## src/rtl/seq_detect_scheduler_if.sv

```systemverilog
// Channel-side bundle of the detect scheduler: per-channel request/bit inputs,
// one-hot grant back to the sources, and the registered detect event.
interface seq_detect_scheduler_if #(
    parameter int NCH = 4,
    parameter int CHW = 2
);
    logic [NCH-1:0] req;
    logic [NCH-1:0] bits;
    logic [NCH-1:0] ack;
    logic           out;
    logic [CHW-1:0] out_ch;

    modport master (output req, output bits, input ack, input out, input out_ch);
    modport slave  (input req, input bits, output ack, output out, output out_ch);
endinterface

```

## src/rtl/seq_detect_scheduler.sv

```systemverilog
// One shared consecutive-ones detector serving NCH serial channels, granting
// one requester per cycle in round-robin order with a saturating run count each.
module seq_detect_scheduler #(
    parameter int             NCH         = 4,
    parameter int             CHW         = 2,
    parameter int             CW          = 3,
    parameter logic [CW-1:0]  DEFAULT_LEN = 3
) (
    input  logic          clock,
    input  logic          reset,
    input  logic          enable,
    input  logic          cfg_load,
    input  logic [CW-1:0] cfg_len,
    output logic          busy,
    seq_detect_scheduler_if.slave sif
);
    localparam logic [0:0] IDLE = 1'b0;
    localparam logic [0:0] RUN  = 1'b1;

    logic [0:0]     state_reg;
    logic [0:0]     state_next;
    logic [CW-1:0]  len_reg;
    logic [CW-1:0]  cnt_reg [NCH];
    logic [CHW-1:0] ptr_reg;
    logic           out_reg;
    logic [CHW-1:0] out_ch_reg;

    logic [CHW-1:0] cand;
    logic [CHW-1:0] grant_idx;
    logic           grant_any;
    logic           grant_vld;
    logic           bit_sel;
    logic [CW-1:0]  cnt_sel;
    logic [CW-1:0]  cnt_next;
    logic           hit;
    logic           cfg_apply;
    logic [CW-1:0]  len_eff;

    // Search starts just after the last winner; k == NCH wraps back onto ptr
    // itself so a lone requester is still found.
    always_comb begin
        cand      = '0;
        grant_idx = ptr_reg;
        grant_any = 1'b0;
        for (int k = 1; k <= NCH; k++) begin
            cand = ptr_reg + CHW'(k);
            if (!grant_any && sif.req[cand]) begin
                grant_any = 1'b1;
                grant_idx = cand;
            end
        end
    end

    assign grant_vld = grant_any && (state_reg == RUN) && enable;

    for (genvar gi = 0; gi < NCH; gi++) begin : g_ack
        assign sif.ack[gi] = grant_vld && (grant_idx == CHW'(gi));
    end

    // Count never exceeds len_reg, so the +1 cannot wrap.
    always_comb begin
        bit_sel  = sif.bits[grant_idx];
        cnt_sel  = cnt_reg[grant_idx];
        cnt_next = '0;
        if (bit_sel) begin
            cnt_next = (cnt_sel >= len_reg) ? len_reg : cnt_sel + CW'(1);
        end
        hit = grant_vld && bit_sel && (cnt_next == len_reg);
    end

    assign cfg_apply  = (state_reg == IDLE) && cfg_load;
    assign len_eff    = (cfg_len == '0) ? CW'(1) : cfg_len;
    assign state_next = enable ? RUN : IDLE;

    always_ff @(posedge clock or negedge reset) begin
        if (!reset) begin
            state_reg  <= IDLE;
            len_reg    <= DEFAULT_LEN;
            ptr_reg    <= CHW'(NCH - 1);
            out_reg    <= 1'b0;
            out_ch_reg <= '0;
            for (int i = 0; i < NCH; i++) begin
                cnt_reg[i] <= '0;
            end
        end else begin
            state_reg <= state_next;
            out_reg   <= hit;
            if (hit) begin
                out_ch_reg <= grant_idx;
            end
            if (grant_vld) begin
                ptr_reg <= grant_idx;
            end
            if (cfg_apply) begin
                len_reg <= len_eff;
                for (int i = 0; i < NCH; i++) begin
                    cnt_reg[i] <= '0;
                end
            end else if (grant_vld) begin
                cnt_reg[grant_idx] <= cnt_next;
            end
        end
    end

    assign busy       = (state_reg == RUN);
    assign sif.out    = out_reg;
    assign sif.out_ch = out_ch_reg;
endmodule
```

## src/flat_wrapper.sv

```systemverilog
// flat-port wrapper written by rule: the top's interface ports become plain ports
module seq_detect_scheduler_flat 
#(
    parameter int             NCH         = 4,
    parameter int             CHW         = 2,
    parameter int             CW          = 3,
    parameter logic [CW-1:0]  DEFAULT_LEN = 3
)
  (clock, reset, enable, cfg_load, cfg_len, busy, sif_req, sif_bits, sif_ack, sif_out, sif_out_ch);
  seq_detect_scheduler_if #(.NCH(NCH), .CHW(CHW)) sif_i ();
  input  logic clock;
  input  logic reset;
  input  logic enable;
  input  logic cfg_load;
  input  logic [CW-1:0] cfg_len;
  output logic busy;
  input wire logic [$bits(sif_i.req)-1:0] sif_req;
  input wire logic [$bits(sif_i.bits)-1:0] sif_bits;
  output wire logic [$bits(sif_i.ack)-1:0] sif_ack;
  output wire logic [$bits(sif_i.out)-1:0] sif_out;
  output wire logic [$bits(sif_i.out_ch)-1:0] sif_out_ch;
  assign sif_i.req = sif_req;
  assign sif_i.bits = sif_bits;
  assign sif_ack = sif_i.ack;
  assign sif_out = sif_i.out;
  assign sif_out_ch = sif_i.out_ch;
  seq_detect_scheduler #(.NCH(NCH), .CHW(CHW), .CW(CW), .DEFAULT_LEN(DEFAULT_LEN)) u_core (.clock(clock), .reset(reset), .enable(enable), .cfg_load(cfg_load), .cfg_len(cfg_len), .busy(busy), .sif(sif_i));
endmodule
```

## config.mk

```make
export PLATFORM = sky130hd
export DESIGN_NAME = seq_detect_scheduler_flat
export DESIGN_NICKNAME = d
export VERILOG_FILES = /design/src/rtl/seq_detect_scheduler_if.sv /design/src/rtl/seq_detect_scheduler.sv /design/src/flat_wrapper.sv
export SDC_FILE = /design/constraint.sdc
export NUM_CORES = 1
export LEC_CHECK = 0
export ABC_AREA = 0
export BUFFER_PORTS_ARGS = -buffer_cell sky130_fd_sc_hd__clkbuf_2
export CORE_ASPECT_RATIO = 0.8
export CORE_MARGIN = 3
export CORE_UTILIZATION = 54
export CTS_CLUSTER_DIAMETER = 120
export DETAILED_ROUTE_END_ITERATION = 10
export PLACE_DENSITY = 0.78
export SYNTH_ARGS = -nofsm -noshare
export SYNTH_HDL_FRONTEND = slang
export SYNTH_SLANG_ARGS = --single-unit
```

## constraint.sdc

```tcl
create_clock -name clock -period 3.89 [get_ports clock]
set_input_delay 0.1945 -clock clock [delete_from_list [all_inputs] [get_ports clock]]
set_output_delay 0.1945 -clock clock [all_outputs]
set_load 0.05 [all_outputs]
```

==> flow_summary.toml <==
[clocking]
clock_sinks = 21
post_cts_resize_count = 0
cts_setup_buffers = 0
cts_tree = "built"
htree_levels = 1
numCtsBuffers = 3
clk_transition_reported_paths_ns = 0.12
clock_latency_ns = 0.31
clock_path_buffers = 2
cts_root_buffer = "clkbuf_4"

[power_and_ir_drop]
ir_drop_v = 0.000359
power.density_nw_per_um2 = 532
power.leakage_uw = 0.000669
p_total_uw = 750

[place]
dp_hpwl_mm = 1.97
place_ws_ns = 0.459
io_buffers = 22
gp_congestion = 0.788

[sta]
grt_setup_unrepaired = "false"
finalCriticalPeriod_ns = 3.47
drv_slew = 0
min_period_over_period = 0.892
worstMarginPinSlew_ns = 0.694
setup_viol = 0
finalClockSkew_ns = 0.00351
hold_ws_ns = 0.128
timing.fmax_mhz = 288
setup_tns_ns = 0
report.final.hold_viol_count = 0
max-slew-margin-rel = 0.535
setup_ws_ns = 0.420

[cells_and_area]
final_util = 0.701
n_antenna_cell = 0
nNetsFinal = 162
drive_gt1_frac = 0.326
nFillCells = 148
largest_register_ffs = 12
area_delta_synth_final_pct = 14.1

[logic_synthesis]
mappedNetlistNets = 137
ys_ff_latch = 21
yosysTopAreaCell = "dfrtp_1"
synth_edf_count = 0
yosysWarnings = 0
synth_most_common_cell = "nand2_1"
synth_commonest_cells = "24 x nand2_1, 17 x dfrtp_1, 8 x o21ai_0"
avgSynthCellArea_um2 = 10.3
syn_area_um2 = 1240
synth.distinct_cells = 37
synthArstFlopShare = 1.00
synthFlopType = "dfrtp_1"
seq_area_frac_synth = 0.429
synthCells = 120
synth_top_area_share = 0.344
synthTopCellsByArea = "dfrtp_1 34%, dfstp_2 8.5%, nand2_1 7.3%, mux2i_1 4.9%, mux4_1 4.2%"

[routing]
vias = 946
drt_iter0_drc = 36
top_layer_used = "met4"
wl_met3_um = 125
drt-pass1-iter-count = 4
routedWlPerCell_um = 14.7
met1_length_mm = 1.10
avgViaCountPerCell = 5.63
drc_errors = 0
wl_met2_mm = 1.23
antenna_left = 0
wl_mm = 2.47

[global_route]
grt_usage = 0.192
grt_pass1_vias = 947
gr-total-overflow = 0
grt_pass1_wl_mm = 4.27
antenna_found_initial = 0
grt_max_degree = 22

[setup_path]
start_kind = "flop"
endpoint_kind = "flop"
worstSetupPathType = "reg -> reg"
critPathMaxFanout = 9
worstPathRequired_ns = 4.09
cp.arrival_ns = 3.67

[run_status]
status = "complete, no violations"

[die]
rows = 14
fp.dieArea_um2 = 2910
ioPinCount = 23
die_w_um = 59.5
core_um2 = 2010
start_util = 0.614
die_y_um = 48.8

[min_path]
holdCritPathClass = "in -> reg"

[run]
cap_violations = 0
per-stage QoR:
stage	std cells	area [um2]
4_1_cts	168	1410
3_3_place_gp	162	1360
2_1_floorplan	120	1240
3_5_place_dp	162	1360
5_1_grt	168	1410
6_report	168	1410
kinds of logic (layout without fill, tap and decap cells):
group / count (synthesis) / count (layout) / synth area share
buffers and inverters: 10 / 34 / 0.0313
AND/OR/NAND/NOR: 44 / 44 / 0.164
flip-flops: 21 / 21 / 0.429
multiplexers: 16 / 16 / 0.182
adder cells (fa/ha/maj): 2 / 2 / 0.0202
XOR/XNOR: 3 / 3 / 0.0273
AO/OA/AOI/OAI: 24 / 24 / 0.147
area by class of cell:
cell class / count / area [um2] / area share
clock buffer: 3 / 22.5 / 0.0160
clock inverter: 1 / 7.51 / 0.00532
inverter: 6 / 22.5 / 0.0160
multi-input combinational: 89 / 668 / 0.473
sequential: 21 / 531 / 0.376
tap: 24 / 30.0 / 0.0213
timing repair buffer: 24 / 130 / 0.0922
placed cells by master, fill, tap and decap left out, types with 4 or more instances in the layout:
cell	netlist	final
nand3_1	6	6
clkbuf_2	0	22
o21ai_0	8	8
nand2_1	24	24
inv_1	6	6
dfstp_2	4	4
mux2_2	4	4
mux2i_1	6	6
dfrtp_1	17	17
nor2_1	5	5
worst max-delay path, stage by stage (launching register included):
cell and delay, ns:
dfstp_2 0.58, nor2b_1 0.08, o31ai_2 0.61, mux4_1 0.46, ha_1 0.32, a21oi_1 0.35, nand2_1 0.21, a211o_1 0.32
o211ai_2 0.10, mux2_1 0.34
routing by layer:
metal	GRT usage	up-vias
met4	0.0148	0
met2	0.309	26
met1	0.269	444
li1	-	474
met3	0.0556	2
met5	0	-
power breakdown:
part / internal (uW) / leakage, uW / switching (uW)
sequential: 269 / 0.000270 / 33.3
clock: 39.3 / 0.0000139 / 69.3
combinational: 123 / 0.000384 / 216
final timing paths:
check | startpoint | to | slack [ns] | cells past startpoint
min in group asynchronous | reset | u_core.busy | 0.37 | 2
hold reg to reg | u_core.sif.out_ch[0] | u_core.sif.out_ch[0] | 0.51 | 1
setup / recovery | u_core.ptr_reg[0] | u_core.sif.out_ch[0] | 0.42 | 9
setup reg to reg | u_core.ptr_reg[0] | u_core.sif.out_ch[0] | 0.42 | 9
max in group asynchronous | reset | u_core.ptr_reg[0] | 3.15 | 2
hold / removal | cfg_len[1] | u_core.len_reg[1] | 0.13 | 2
timing repair:
item,in CTS,in global routing
setup endpoints to repair,0,0
hold buffers,2,0
hold endpoints to repair,18,0
No activity file was read; power rests on OpenSTA's default activity.
